--- src/rtl/snow64_memory_access_fifo_pkg.sv ---
// Shared types of the read-FIFO/write-FIFO memory-access protocol.
// Latency: n/a (types only).
// Backpressure: n/a.
// Provides CpuAddr (CPU byte address) and LarData (one 32-byte line).
package PkgSnow64MemoryAccessFifo;

    localparam int WIDTH__CPU_ADDR = 64;
    localparam int WIDTH__LAR_DATA = 256;

    typedef logic [WIDTH__CPU_ADDR-1:0] CpuAddr;
    typedef logic [WIDTH__LAR_DATA-1:0] LarData;

endpackage : PkgSnow64MemoryAccessFifo

--- src/rtl/snow64_memory_bus_guard_pkg.sv ---
// Types and constants of the memory bus guard.
// Latency: n/a (types only).
// Backpressure: n/a.
// Holds the FSM state enum, request type, memory-side port structs and the
// line-address LSB position.
package PkgSnow64MemoryBusGuard;

    import PkgSnow64MemoryAccessFifo::*;

    typedef enum logic [1:0] {
        StIdle       = 2'd0,
        StIssueToMem = 2'd1,
        StWaitForMem = 2'd2
    } MemBusGuardState;

    typedef enum logic {
        ReqRead  = 1'b0,
        ReqWrite = 1'b1
    } MemReqType;

    // Memory controller -> guard.
    typedef struct packed {
        logic   ack;
        logic   done;
        LarData rd_data;
    } PortIn;

    // Guard -> memory controller.
    typedef struct packed {
        logic   req;
        logic   we;
        CpuAddr addr;
        LarData wr_data;
    } PortOut;

    // Number of byte-offset bits inside one data line.
    function automatic int line_addr_lsb(input int data_width);
        return $clog2(data_width / 8);
    endfunction

    localparam int LSB_POS__LINE_ADDR = line_addr_lsb(WIDTH__LAR_DATA);

endpackage : PkgSnow64MemoryBusGuard

--- src/rtl/snow64_memory_bus_guard_arbiter.sv ---
// Read/write grant selection for the memory bus guard.
// Latency: combinational grant; optional pointer updates on the grant edge.
// Backpressure: grants only while i_en (guard idle); losers stay pending.
// Ports: i_en (guard can accept), i_rd_req/i_wr_req, o_grant_rd/o_grant_wr.
// With SNOW64_MEMORY_BUS_GUARD_ROUND_ROBIN_EN defined, ties alternate and
// i_clk/i_rst clock the pointer; otherwise writes always win a tie.
module snow64_memory_bus_guard_arbiter (
`ifdef SNOW64_MEMORY_BUS_GUARD_ROUND_ROBIN_EN
    input  logic i_clk,
    input  logic i_rst,
`endif
    input  logic i_en,
    input  logic i_rd_req,
    input  logic i_wr_req,
    output logic o_grant_rd,
    output logic o_grant_wr
);

`ifdef SNOW64_MEMORY_BUS_GUARD_ROUND_ROBIN_EN
    // 1 = the most recent grant went to the read side. Resetting to 1 makes
    // the first tie go to the write side.
    logic r_last_rd;

    always_comb begin
        o_grant_wr = i_en & i_wr_req & (~i_rd_req | r_last_rd);
        o_grant_rd = i_en & i_rd_req & (~i_wr_req | ~r_last_rd);
    end

    always_ff @(posedge i_clk or posedge i_rst) begin
        if (i_rst) begin
            r_last_rd <= 1'b1;
        end else if (o_grant_rd | o_grant_wr) begin
            r_last_rd <= o_grant_rd;
        end
    end
`else
    // Fixed write priority keeps a read from overtaking an older write to
    // the same line.
    always_comb begin
        o_grant_wr = i_en & i_wr_req;
        o_grant_rd = i_en & i_rd_req & ~i_wr_req;
    end
`endif

endmodule : snow64_memory_bus_guard_arbiter

--- src/rtl/snow64_memory_bus_guard.sv ---
// Responder for the read/write memory-access FIFOs: arbitrates and issues one
// memory transaction at a time.
// Latency: req sampled at N -> cmd_accepted at N+1 -> valid one cycle after done
//          (min 3 cycles req-to-valid counting the request cycle).
// Backpressure: one outstanding transaction; requests wait while not idle,
//          mem_req is held until in_mem_ack.
// Ports: clk/rst (async active-high); in_rd_* / out_rd_* read FIFO side;
//        in_wr_* / out_wr_* write FIFO side; out_mem_* / in_mem_* memory side.
// Option macro: SNOW64_MEMORY_BUS_GUARD_ROUND_ROBIN_EN (round-robin ties).
module snow64_memory_bus_guard
    import PkgSnow64MemoryAccessFifo::*;
    import PkgSnow64MemoryBusGuard::*;
#(
    parameter int CPU_ADDR_WIDTH = $bits(CpuAddr),
    parameter int DATA_WIDTH     = $bits(LarData)
) (
    input  logic                      clk,
    input  logic                      rst,

    input  logic                      in_rd_req,
    input  logic [CPU_ADDR_WIDTH-1:0] in_rd_addr,
    output logic                      out_rd_valid,
    output logic                      out_rd_cmd_accepted,
    output logic [DATA_WIDTH-1:0]     out_rd_data,

    input  logic                      in_wr_req,
    input  logic [CPU_ADDR_WIDTH-1:0] in_wr_addr,
    input  logic [DATA_WIDTH-1:0]     in_wr_data,
    output logic                      out_wr_valid,
    output logic                      out_wr_cmd_accepted,

    output logic                      out_mem_req,
    output logic                      out_mem_we,
    output logic [CPU_ADDR_WIDTH-1:0] out_mem_addr,
    output logic [DATA_WIDTH-1:0]     out_mem_wr_data,
    input  logic                      in_mem_ack,
    input  logic                      in_mem_done,
    input  logic [DATA_WIDTH-1:0]     in_mem_rd_data
);

    localparam int LSB = line_addr_lsb(DATA_WIDTH);
    localparam logic [CPU_ADDR_WIDTH-1:0] ADDR_MASK =
        ~((CPU_ADDR_WIDTH'(1) << LSB) - CPU_ADDR_WIDTH'(1));

    MemBusGuardState           r_state;
    MemReqType                 r_type;
    logic [CPU_ADDR_WIDTH-1:0] r_addr;
    logic [DATA_WIDTH-1:0]     r_wr_data;
    logic [DATA_WIDTH-1:0]     r_rd_data;
    logic                      r_mem_req;
    logic                      r_rd_valid;
    logic                      r_wr_valid;
    logic                      r_rd_cmd_acc;
    logic                      r_wr_cmd_acc;

    logic w_idle;
    logic w_grant_rd;
    logic w_grant_wr;
    logic w_complete;

    assign w_idle = (r_state == StIdle);

    snow64_memory_bus_guard_arbiter u_arbiter (
`ifdef SNOW64_MEMORY_BUS_GUARD_ROUND_ROBIN_EN
        .i_clk      (clk),
        .i_rst      (rst),
`endif
        .i_en       (w_idle),
        .i_rd_req   (in_rd_req),
        .i_wr_req   (in_wr_req),
        .o_grant_rd (w_grant_rd),
        .o_grant_wr (w_grant_wr)
    );

    // Ack and done together in IssueToMem skip WaitForMem entirely.
    assign w_complete = ((r_state == StIssueToMem) && in_mem_ack && in_mem_done)
                     || ((r_state == StWaitForMem) && in_mem_done);

    always_ff @(posedge clk or posedge rst) begin
        if (rst) begin
            r_state      <= StIdle;
            r_type       <= ReqRead;
            r_addr       <= '0;
            r_wr_data    <= '0;
            r_rd_data    <= '0;
            r_mem_req    <= 1'b0;
            r_rd_valid   <= 1'b0;
            r_wr_valid   <= 1'b0;
            r_rd_cmd_acc <= 1'b0;
            r_wr_cmd_acc <= 1'b0;
        end else begin
            // All handshake outputs are single-cycle pulses.
            r_rd_valid   <= 1'b0;
            r_wr_valid   <= 1'b0;
            r_rd_cmd_acc <= 1'b0;
            r_wr_cmd_acc <= 1'b0;

            case (r_state)
                StIdle: begin
                    if (w_grant_wr || w_grant_rd) begin
                        r_state      <= StIssueToMem;
                        r_mem_req    <= 1'b1;
                        r_type       <= w_grant_wr ? ReqWrite : ReqRead;
                        r_addr       <= (w_grant_wr ? in_wr_addr : in_rd_addr) & ADDR_MASK;
                        r_wr_data    <= w_grant_wr ? in_wr_data : '0;
                        r_rd_cmd_acc <= w_grant_rd;
                        r_wr_cmd_acc <= w_grant_wr;
                    end
                end
                StIssueToMem: begin
                    if (in_mem_ack) begin
                        r_mem_req <= 1'b0;
                        r_state   <= StWaitForMem;
                    end
                end
                StWaitForMem: begin
                end
                default: begin
                    r_state   <= StIdle;
                    r_mem_req <= 1'b0;
                end
            endcase

            // Completion overrides the IssueToMem -> WaitForMem move above.
            if (w_complete) begin
                r_state <= StIdle;
                if (r_type == ReqRead) begin
                    r_rd_data  <= in_mem_rd_data;
                    r_rd_valid <= 1'b1;
                end else begin
                    r_wr_valid <= 1'b1;
                end
            end
        end
    end

    assign out_rd_valid        = r_rd_valid;
    assign out_rd_cmd_accepted = r_rd_cmd_acc;
    assign out_rd_data         = r_rd_data;
    assign out_wr_valid        = r_wr_valid;
    assign out_wr_cmd_accepted = r_wr_cmd_acc;
    assign out_mem_req         = r_mem_req;
    assign out_mem_we          = (r_type == ReqWrite);
    assign out_mem_addr        = r_addr;
    assign out_mem_wr_data     = r_wr_data;

endmodule : snow64_memory_bus_guard
--- config.mk ---
export PLATFORM = sky130hd
export DESIGN_NAME = snow64_memory_bus_guard
export DESIGN_NICKNAME = d
export VERILOG_FILES = /design/src/rtl/snow64_memory_access_fifo_pkg.sv /design/src/rtl/snow64_memory_bus_guard_pkg.sv /design/src/rtl/snow64_memory_bus_guard_arbiter.sv /design/src/rtl/snow64_memory_bus_guard.sv
export SDC_FILE = /design/constraint.sdc
export NUM_CORES = 1
export LEC_CHECK = 0
export ABC_CLOCK_PERIOD_IN_PS = 50100
export CAP_MARGIN = 40
export CORE_AREA = 4 4 480 482
export CTS_BUF_LIST = sky130_fd_sc_hd__clkbuf_4
export DETAILED_ROUTE_END_ITERATION = 7
export DIE_AREA = 0 0 484 486
export HOLD_SLACK_MARGIN = 0.05
export PLACE_DENSITY = 0.3
export SETUP_SLACK_MARGIN = 0.5
export SLEW_MARGIN = 20
export SYNTH_ARGS = -nofsm -noshare
export SYNTH_HDL_FRONTEND = slang
export SYNTH_HIERARCHICAL = 1
export SYNTH_SLANG_ARGS = --single-unit
--- constraint.sdc ---
create_clock -name clk -period 50.1 [get_ports clk]
set_clock_uncertainty 0.2 [all_clocks]
set_input_delay 10.02 -clock clk [delete_from_list [all_inputs] [get_ports clk]]
set_output_delay 10.02 -clock clk [all_outputs]
set_load 0.005 [all_outputs]
==> results.json, run 1 <==
{
  "drv_slew": 0,
  "cts_tree": "done",
  "synth_seq_area_share": 0.666,
  "cp_max_fo": 2,
  "hpwl_mm": 123,
  "drive_gt1_frac": 0.173,
  "ir_drop_v": 0.0000288,
  "status": "finished clean",
  "first_pass_iters": 4,
  "syn2layout_area_growth_pct": 83.9,
  "pin_count": 1228,
  "die-area_um2": 235000,
  "grt_max_degree": 135,
  "dp.cells": 5491,
  "crit_path_max_incr_delay_ns": 0.83,
  "cts_sinks": 579,
  "synth.distinct_cells": 22,
  "grt_pass1_vias": 19835,
  "tightestPinTransition_ns": 1.03,
  "fin_cells": 5850,
  "synth-edff-count": 0,
  "ys.flop_type": "dfrtp_1",
  "ff2ff_setup_slack_ns": 46.44,
  "syn-cell-area_um2": 21800,
  "nNetsFinal": 3324,
  "min_period_ns": 12.60,
  "cellLeakagePower_nw": 16.3,
  "critPathArrivalTime_ns": 2.38,
  "antenna_found_initial": 119,
  "post_cts_buffers": 0,
  "via_count": 17995,
  "crit_type": "reg -> out",
  "slowest_stage": "clkdlybuf4s50_1",
  "period_share": 0.251,
  "slew_headroom": 0.316,
  "start_util": 0.0961,
  "grt_usage": 0.126,
  "rsz0062_at_grt": "no",
  "critical_path_buf_inv_count": 1,
  "switching_share": 0.350,
  "wirelength_mm": 153,
  "p_total_mw": 2.37,
  "syn_area_per_cell_um2": 16.3,
  "setup_viol": 0,
  "tns_ns": 0,
  "timing.rr.start": "r_state[1]",
  "hold_path.class": "reg -> reg",
  "clkPwrFrac": 0.221,
  "row_count": 175,
  "drt_iter0_markers": 639,
  "min_from": "out_rd_data[210]",
  "cp_top_family": "buffers and inverters",
  "yosys.area.top_type": "dfrtp_1",
  "p_int_mw": 1.54,
  "drv_cap": 0,
  "drc": 0,
  "synth.area.top_cells": "dfrtp_1, mux2_1, a22o_1",
  "die_h_um": 486,
  "pre_cts_ws_ns": 36.20,
  "hold_end": "out_rd_data[210]",
  "crit_path_end_kind": "output port",
  "cts_root_buf": "clkbuf_4",
  "hold_path_depth": 1,
  "cp_cell_sequence": "clkdlybuf4s50_1",
  "place_congestion": 0.784,
  "numPortBuffers": 1212,
  "drt-wirelength-per-cell_um": 26.1,
  "ys_warn_count": 6,
  "core_um2": 226000,
  "timing.fmax_mhz": 79.4,
  "p_per_area_nw_per_um2": 59.1,
  "worst_ep_required_time_ns": 39.88,
  "critPathLaunchType": "flop",
  "cts.path.max_buffers": 3,
  "chipWidth_um": 484,
  "hold_viol_final": 0,
  "reg2regPathDepth": 7,
  "synth_async_sr_flop_share": 1.00,
  "p_switching_mw": 0.827,
  "sequentialPowerShare": 0.342,
  "ys_ff_latch": 579,
  "grt.overflow.total": 0,
  "cts.repair.resized": 0,
  "cts.reportedPaths.clkPinSlew_ns": 0.06,
  "clock_latency_ns": 1.20,
  "h-tree-depth": 4,
  "rr_endpoint": "out_rd_data[178]",
  "setup_slack_ns": 37.50,
  "synthCells": 1337,
  "cts_hold_buf": 0,
  "cts_buffers": 193,
  "pwr-share-comb": 0.437,
  "grt_pass1_wl_mm": 199,
  "ant_nets": 0,
  "yosysTopAreaCellShare": 0.666,
  "vias_per_cell": 3.08
}
## layout by cell type (no fill, tap or decap)
master and instances:
nand2_1 5, mux2_1 229, a21oi_1 2, diode_2 30, clkinv_4 5, a21o_1 1, and2_4 1, clkinvlp_4 1
clkinv_2 1, inv_1 1, conb_1 5, clkinv_1 27, inv_6 2, clkinv_8 5, a21oi_4 1, nand3b_1 1
inv_8 2, mux2_2 145, buf_12 4, o21ba_2 1, nand2b_1 2, o21ai_4 1, inv_12 1, clkdlybuf4s50_1 1212
nor2_1 3, clkbuf_4 285, o21ai_0 1, buf_16 10, and3b_1 1, dfrtp_1 579, buf_4 20, a22o_1 256
and2_2 1
## area by class of cell
type / count / area, µm²
clock buffer: 285 / 2140
timing repair buffer: 1246 / 12600
inverter: 2 / 15.0
clock inverter: 43 / 284
sequential: 579 / 14500
fill: 24962 / 186000
tap: 3009 / 3760
antenna: 30 / 75.1
multi-input combinational: 656 / 6610
## worst max-delay path by stage
stage	startpoint	end	slack, ns	depth (start not counted)
finish	out_mem_wr_data[89]	out_mem_wr_data[89]	37.50	1
global placement	rst	out_mem_wr_data[213]	35.73	6
detailed placement	in_mem_ack	out_rd_data[178]	36.20	8
floorplan	rst	out_mem_addr[10]	23.68	1
CTS	out_mem_wr_data[98]	out_mem_wr_data[98]	37.17	1
global route	out_mem_wr_data[98]	out_mem_wr_data[98]	37.15	1
## cells by family (layout without fill, tap and decap cells)
kind of cell | count (synthesis) | count (layout) | share of synthesized area
compound gates | 263 | 263 | 0.106
buf+inv | 106 | 1576 | 0.0315
flops | 579 | 579 | 0.666
mux | 374 | 374 | 0.194
other cells | 1 | 35 | 0.000172
simple gates | 14 | 14 | 0.00334
## Yosys cell counts (2+ instances only)
library cell and count:
buf_2 62, mux2_2 145, buf_4 6, inv_1 2
nand2b_1 2, a21oi_1 2, a22o_1 256, nor2_1 3
buf_6 25, clkbuf_1 11, nand2_1 5, o21ai_0 2
dfrtp_1 579, mux2_1 229
## power by group through the flow
stage                     combinational, mW  clock (mW)  sequential (mW)
after floorplan                       0.300           0            0.815
after global placement                 1.06           0            0.814
after detailed placement               1.07           0            0.816
after CTS                              1.07       0.564            0.812
after global routing                   1.11       0.583            0.839
final                                  1.03       0.522            0.810
## metal layers
layer  vias up  share of wire  GRT usage
met5         -         0.0024          0
met4        64          0.018     0.0259
met3       303           0.15     0.0888
met2      1164           0.47      0.206
met1      8657           0.37      0.133
li1       7807              -          -
## sequential cells by signal, indices dropped and copies added (netlist names)
name	flops
out_rd_valid	1
out_rd_cmd_accepted	1
out_wr_cmd_accepted	1
out_mem_addr	59
r_state	2
out_mem_we	1
out_mem_req	1
out_wr_valid	1
out_mem_wr_data	256
out_rd_data	256
## metrics by stage
stage	utilization	cell area, µm²	hold slack [ns]
finish	0.177	40000	0.281
global route	0.176	40000	0.291
CTS	0.176	39900	0.288
detailed placement	0.166	37500	0.274
global placement	0.164	37200	0.269
floorplan	-	21800	0.283
Power figures use the tool's default switching activity.
==> inputs of run 2 (changes only) <==
--- a/config.mk
+++ b/config.mk
@@ -5,12 +5,12 @@
 export SDC_FILE = /design/constraint.sdc
 export NUM_CORES = 1
 export LEC_CHECK = 0
-export ABC_CLOCK_PERIOD_IN_PS = 50100
+export ABC_CLOCK_PERIOD_IN_PS = 11100
 export CAP_MARGIN = 40
-export CORE_AREA = 4 4 480 482
+export CORE_AREA = 4 4 477 479
 export CTS_BUF_LIST = sky130_fd_sc_hd__clkbuf_4
 export DETAILED_ROUTE_END_ITERATION = 7
-export DIE_AREA = 0 0 484 486
+export DIE_AREA = 0 0 481 483
 export HOLD_SLACK_MARGIN = 0.05
 export PLACE_DENSITY = 0.3
 export SETUP_SLACK_MARGIN = 0.5
==> constraint.sdc (replaced) <==
create_clock -name clk -period 11.1 [get_ports clk]
set_clock_uncertainty 0.2 [all_clocks]
set_input_delay 2.22 -clock clk [delete_from_list [all_inputs] [get_ports clk]]
set_output_delay 2.22 -clock clk [all_outputs]
set_load 0.005 [all_outputs]
==> run 2 against run 1 <==
  * Combinational power grew to 4.4 times the previous value
  * Via count fell by 0.98%
  * Sequential share of layout area grew 0.11 points
  * Critical endpoint is now out_mem_wr_data[86]
  * Highest routed layer unchanged
==> results.json, run 2 (synthesis gave the netlist of run 1 again) <==
{
  "fin_cells": 5818,
  "rsz0062_at_grt": "no",
  "hpwl_mm": 109,
  "grt.overflow.total": 0,
  "chipWidth_um": 481,
  "critical_path_buf_inv_count": 1,
  "syn2layout_area_growth_pct": 83.4,
  "numPortBuffers": 1212,
  "slew_headroom": 0.218,
  "post_cts_buffers": 0,
  "slowest_stage": "clkdlybuf4s50_1",
  "pin_count": 1228,
  "dp.cells": 5460,
  "first_pass_iters": 6,
  "status": "finished clean",
  "grt_max_degree": 162,
  "cts_sinks": 579,
  "cts_tree": "done",
  "final_common_cell": "clkdlybuf4s50_1",
  "grt_pass1_wl_mm": 185,
  "grt_usage": 0.116,
  "tightestPinTransition_ns": 1.17,
  "cts_hold_buf": 0,
  "start_util": 0.0973,
  "hold_slack_ns": 0.281,
  "wirelength_mm": 139,
  "cp_top_family": "buffers and inverters",
  "die-area_um2": 232000,
  "p_per_area_nw_per_um2": 266,
  "cp_max_fo": 2,
  "vias_per_cell": 3.06,
  "cellLeakagePower_nw": 16.2,
  "ff2ff_setup_slack_ns": 7.65,
  "setup_viol": 0,
  "nNetsFinal": 3315,
  "crit_type": "reg -> out",
  "drc": 0,
  "die_h_um": 483,
  "drt-wirelength-per-cell_um": 24.0,
  "cts.repair.resized": 0,
  "tns_ns": 0,
  "cts_buffers": 198,
  "ir_drop_v": 0.000122,
  "hold_path.class": "reg -> reg",
  "cts.path.max_buffers": 3,
  "grt_pass1_vias": 19868,
  "antenna_found_initial": 69,
  "critPathArrivalTime_ns": 2.33,
  "h-tree-depth": 4,
  "row_count": 174,
  "hold_viol_final": 0,
  "cts.reportedPaths.clkPinSlew_ns": 0.05,
  "drive_gt1_frac": 0.171,
  "drv_slew": 0,
  "clock_latency_ns": 1.17,
  "layout_common_cells": "clkdlybuf4s50_1, dfrtp_1, clkbuf_4, a22o_1, mux2_1",
  "crit_path_max_incr_delay_ns": 0.80,
  "min_period_ns": 4.75,
  "drt_iter0_markers": 590,
  "ant_nets": 0,
  "core_um2": 224000,
  "worst_ep_required_time_ns": 8.68,
  "place_congestion": 0.797,
  "cts_root_buf": "clkbuf_4",
  "critPathLaunchType": "flop",
  "timing.fmax_mhz": 210,
  "post-route-util": 0.178,
  "drv_cap": 0,
  "cp_cell_sequence": "clkdlybuf4s50_1",
  "via_count": 17819,
  "period_share": 0.428,
  "crit_path_end_kind": "output port"
}
[run 2: power breakdown]
part	leakage, nW	internal, mW	switching, mW
Clock	1.50	1.27	1.17
Combinational	7.57	2.64	1.88
Sequential	7.17	3.09	0.553
[run 2: worst paths after layout]
kind | to | startpoint | depth (start not counted)
setup / recovery | out_mem_wr_data[86] | out_mem_wr_data[86] | 1
hold / removal | out_rd_data[18] | out_rd_data[18] | 1
setup reg to reg | out_mem_wr_data[149] | r_state[1] | 7
hold reg to reg | out_rd_data[18] | out_rd_data[18] | 1
max in group asynchronous | out_mem_addr[28] | rst | 5
min in group asynchronous | out_rd_data[245] | rst | 2
[run 2: layout make-up]
class / instances / area (µm²)
fill: 24675 / 184000
antenna: 19 / 47.5
sequential: 579 / 14500
multi-input combinational: 656 / 6610
inverter: 2 / 11.3
tap: 2992 / 3740
timing repair buffer: 1232 / 12500
clock inverter: 46 / 342
clock buffer: 292 / 2190
[run 2: per-layer routing]
metal,GRT usage,vias up,wire length [µm]
met2,0.183,1080,62400
met1,0.123,8716,51800
met4,0.0292,48,2640
li1,-,7738,-
met5,0,-,282
met3,0.0860,237,22300
[run 2: through the flow]
| stage | worst slack, ns | total power [mW] | area, µm² |
|---|---|---|---|
| floorplan | 0.791 | 5.03 | 21800 |
| global placement | 4.99 | 8.36 | 37200 |
| detailed placement | 5.45 | 8.36 | 37300 |
| CTS | 5.85 | 11.0 | 39800 |
| global route | 5.95 | 11.4 | 39900 |
| finish | 6.35 | 10.6 | 39900 |
==> inputs of run 3 (changes only) <==
--- a/config.mk
+++ b/config.mk
@@ -5,7 +5,7 @@
 export SDC_FILE = /design/constraint.sdc
 export NUM_CORES = 1
 export LEC_CHECK = 0
-export ABC_CLOCK_PERIOD_IN_PS = 11100
+export ABC_CLOCK_PERIOD_IN_PS = 4200
 export CAP_MARGIN = 40
 export CORE_AREA = 4 4 477 479
 export CTS_BUF_LIST = sky130_fd_sc_hd__clkbuf_4
==> constraint.sdc (replaced) <==
create_clock -name clk -period 4.2 [get_ports clk]
set_clock_uncertainty 0.2 [all_clocks]
set_input_delay 0.84 -clock clk [delete_from_list [all_inputs] [get_ports clk]]
set_output_delay 0.84 -clock clk [all_outputs]
set_load 0.005 [all_outputs]
==> run 3 against run 2 <==
  * Routed wire length increased by 2.9%
  * Global-route usage rose by 0.37 points
  * Core utilization rose by 2.9 points
  * Total power rose to 2.7 times the previous value
  * Sequential cell count stayed put
  * Die area unchanged
  * Sequential share of layout area shrank 5.1 points
  * Combinational power grew to 2.8 times the previous value
  * Critical endpoint is now out_mem_wr_data[65]
==> results.json, run 3 (synthesis gave the netlist of run 1 again) <==
{
  "cts_root_buf": "clkbuf_4",
  "nNetsFinal": 3961,
  "place_congestion": 0.817,
  "cts_buffers": 195,
  "drt-wirelength-per-cell_um": 22.2,
  "drive_gt1_frac": 0.150,
  "cts.path.max_buffers": 3,
  "period_share": 0.795,
  "die_h_um": 483,
  "hpwl_mm": 113,
  "antenna_found_initial": 53,
  "ant_nets": 0,
  "slew_headroom": 0.523,
  "critical_path_buf_inv_count": 1,
  "status": "finished clean",
  "die-area_um2": 232000,
  "cellLeakagePower_nw": 19.0,
  "via_count": 20250,
  "hold_viol_final": 0,
  "syn2layout_area_growth_pct": 113,
  "slowest_stage": "clkdlybuf4s50_1",
  "cts_tree": "done",
  "cp_max_fo": 2,
  "clock_latency_ns": 1.15,
  "layout_common_cells": "clkdlybuf4s50_1, dlygate4sd3_1, dfrtp_1, clkbuf_4, a22o_1",
  "drv_cap": 0,
  "grt.overflow.total": 0,
  "min_period_ns": 3.34,
  "multiInputGateArea_um2": 6610,
  "row_count": 174,
  "hold_slack_ns": 0.283,
  "drv_slew": 0,
  "setup_viol": 0,
  "grt_pass1_wl_mm": 195,
  "cp_top_family": "buffers and inverters",
  "critPathLaunchType": "flop",
  "grt_max_degree": 105,
  "p_total_mw": 28.8,
  "crit_type": "reg -> out",
  "ir_drop_v": 0.000280,
  "start_util": 0.0973,
  "crit_path_end_kind": "output port",
  "cts_sinks": 579,
  "pin_count": 1228,
  "core_um2": 224000,
  "drt_iter0_markers": 556,
  "vias_per_cell": 3.13,
  "grt_pass1_vias": 22730,
  "regArea_um2": 14500,
  "wirelength_mm": 143,
  "timing.fmax_mhz": 299,
  "critPathArrivalTime_ns": 2.30,
  "fillers": 24356,
  "chipWidth_um": 481,
  "numPortBuffers": 1212,
  "grt_usage": 0.120,
  "hold_path.class": "reg -> reg",
  "rsz0062_at_grt": "no",
  "cp_cell_sequence": "clkdlybuf4s50_1",
  "first_pass_iters": 5,
  "tightestPinTransition_ns": 0.713,
  "crit_path_max_incr_delay_ns": 0.62,
  "worst_ep_required_time_ns": 3.16,
  "final_common_cell": "clkdlybuf4s50_1",
  "drc": 0,
  "h-tree-depth": 4,
  "p_per_area_nw_per_um2": 621,
  "cts.reportedPaths.clkPinSlew_ns": 0.06
}
[run 3: worst paths after layout]
| check | start | to | slack (ns) | cells past startpoint |
|---|---|---|---|---|
| setup / recovery | out_mem_wr_data[65] | out_mem_wr_data[65] | 0.86 | 1 |
| hold / removal | out_rd_data[206] | out_rd_data[206] | 0.28 | 1 |
| setup reg to reg | r_state[1] | out_mem_addr[43] | 1.13 | 6 |
| hold reg to reg | out_rd_data[206] | out_rd_data[206] | 0.28 | 1 |
| max in group asynchronous | rst | out_mem_wr_data[239] | 2.12 | 4 |
| min in group asynchronous | rst | out_rd_data[245] | 0.48 | 3 |
[run 3: routing by layer]
| layer | up-vias | share of wire | GRT usage |
|---|---|---|---|
| li1 | 9065 | - | - |
| met1 | 9840 | 0.39 | 0.133 |
| met2 | 1058 | 0.45 | 0.189 |
| met3 | 261 | 0.14 | 0.0754 |
| met4 | 26 | 0.028 | 0.0368 |
| met5 | - | 0.0011 | 0 |
[run 3: stage by stage]
stage / utilization / TNS (ns) / instance area, µm² / setup WS [ns] / instances
global placement: 0.169 / 0 / 37700 / 0.902 / 5496
CTS: 0.207 / 0 / 46300 / 0.501 / 6443
floorplan: - / -2738.37 / 21800 / -4.73 / 1341
global route: 0.207 / 0 / 46300 / 0.484 / 6462
detailed placement: 0.169 / 0 / 37700 / 0.885 / 5496
finish: 0.207 / 0 / 46400 / 0.861 / 6476
[run 3: cell type report]
class / count / share of cell area
timing repair buffer: 1881 / 0.409
clock inverter: 42 / 0.00612
tap: 2992 / 0.0807
inverter: 2 / 0.000243
sequential: 579 / 0.312
antenna: 33 / 0.00178
multi-input combinational: 656 / 0.143
clock buffer: 291 / 0.0471
[run 3: report_power, final]
group	switching, mW	total, mW	leakage [nW]	internal, mW
clock network	3.12	6.30	1.47	3.18
logic	5.26	12.8	10.4	7.54
registers	1.51	9.69	7.17	8.18
total	9.89	28.8	19.0	18.9
[run 3: repair_timing]
action	CTS	global route
hold buffers	614	0
buffers inserted	0	0
setup endpoints to repair	4	0
endpoints found under the hold margin	572	0
resized for setup	4	0
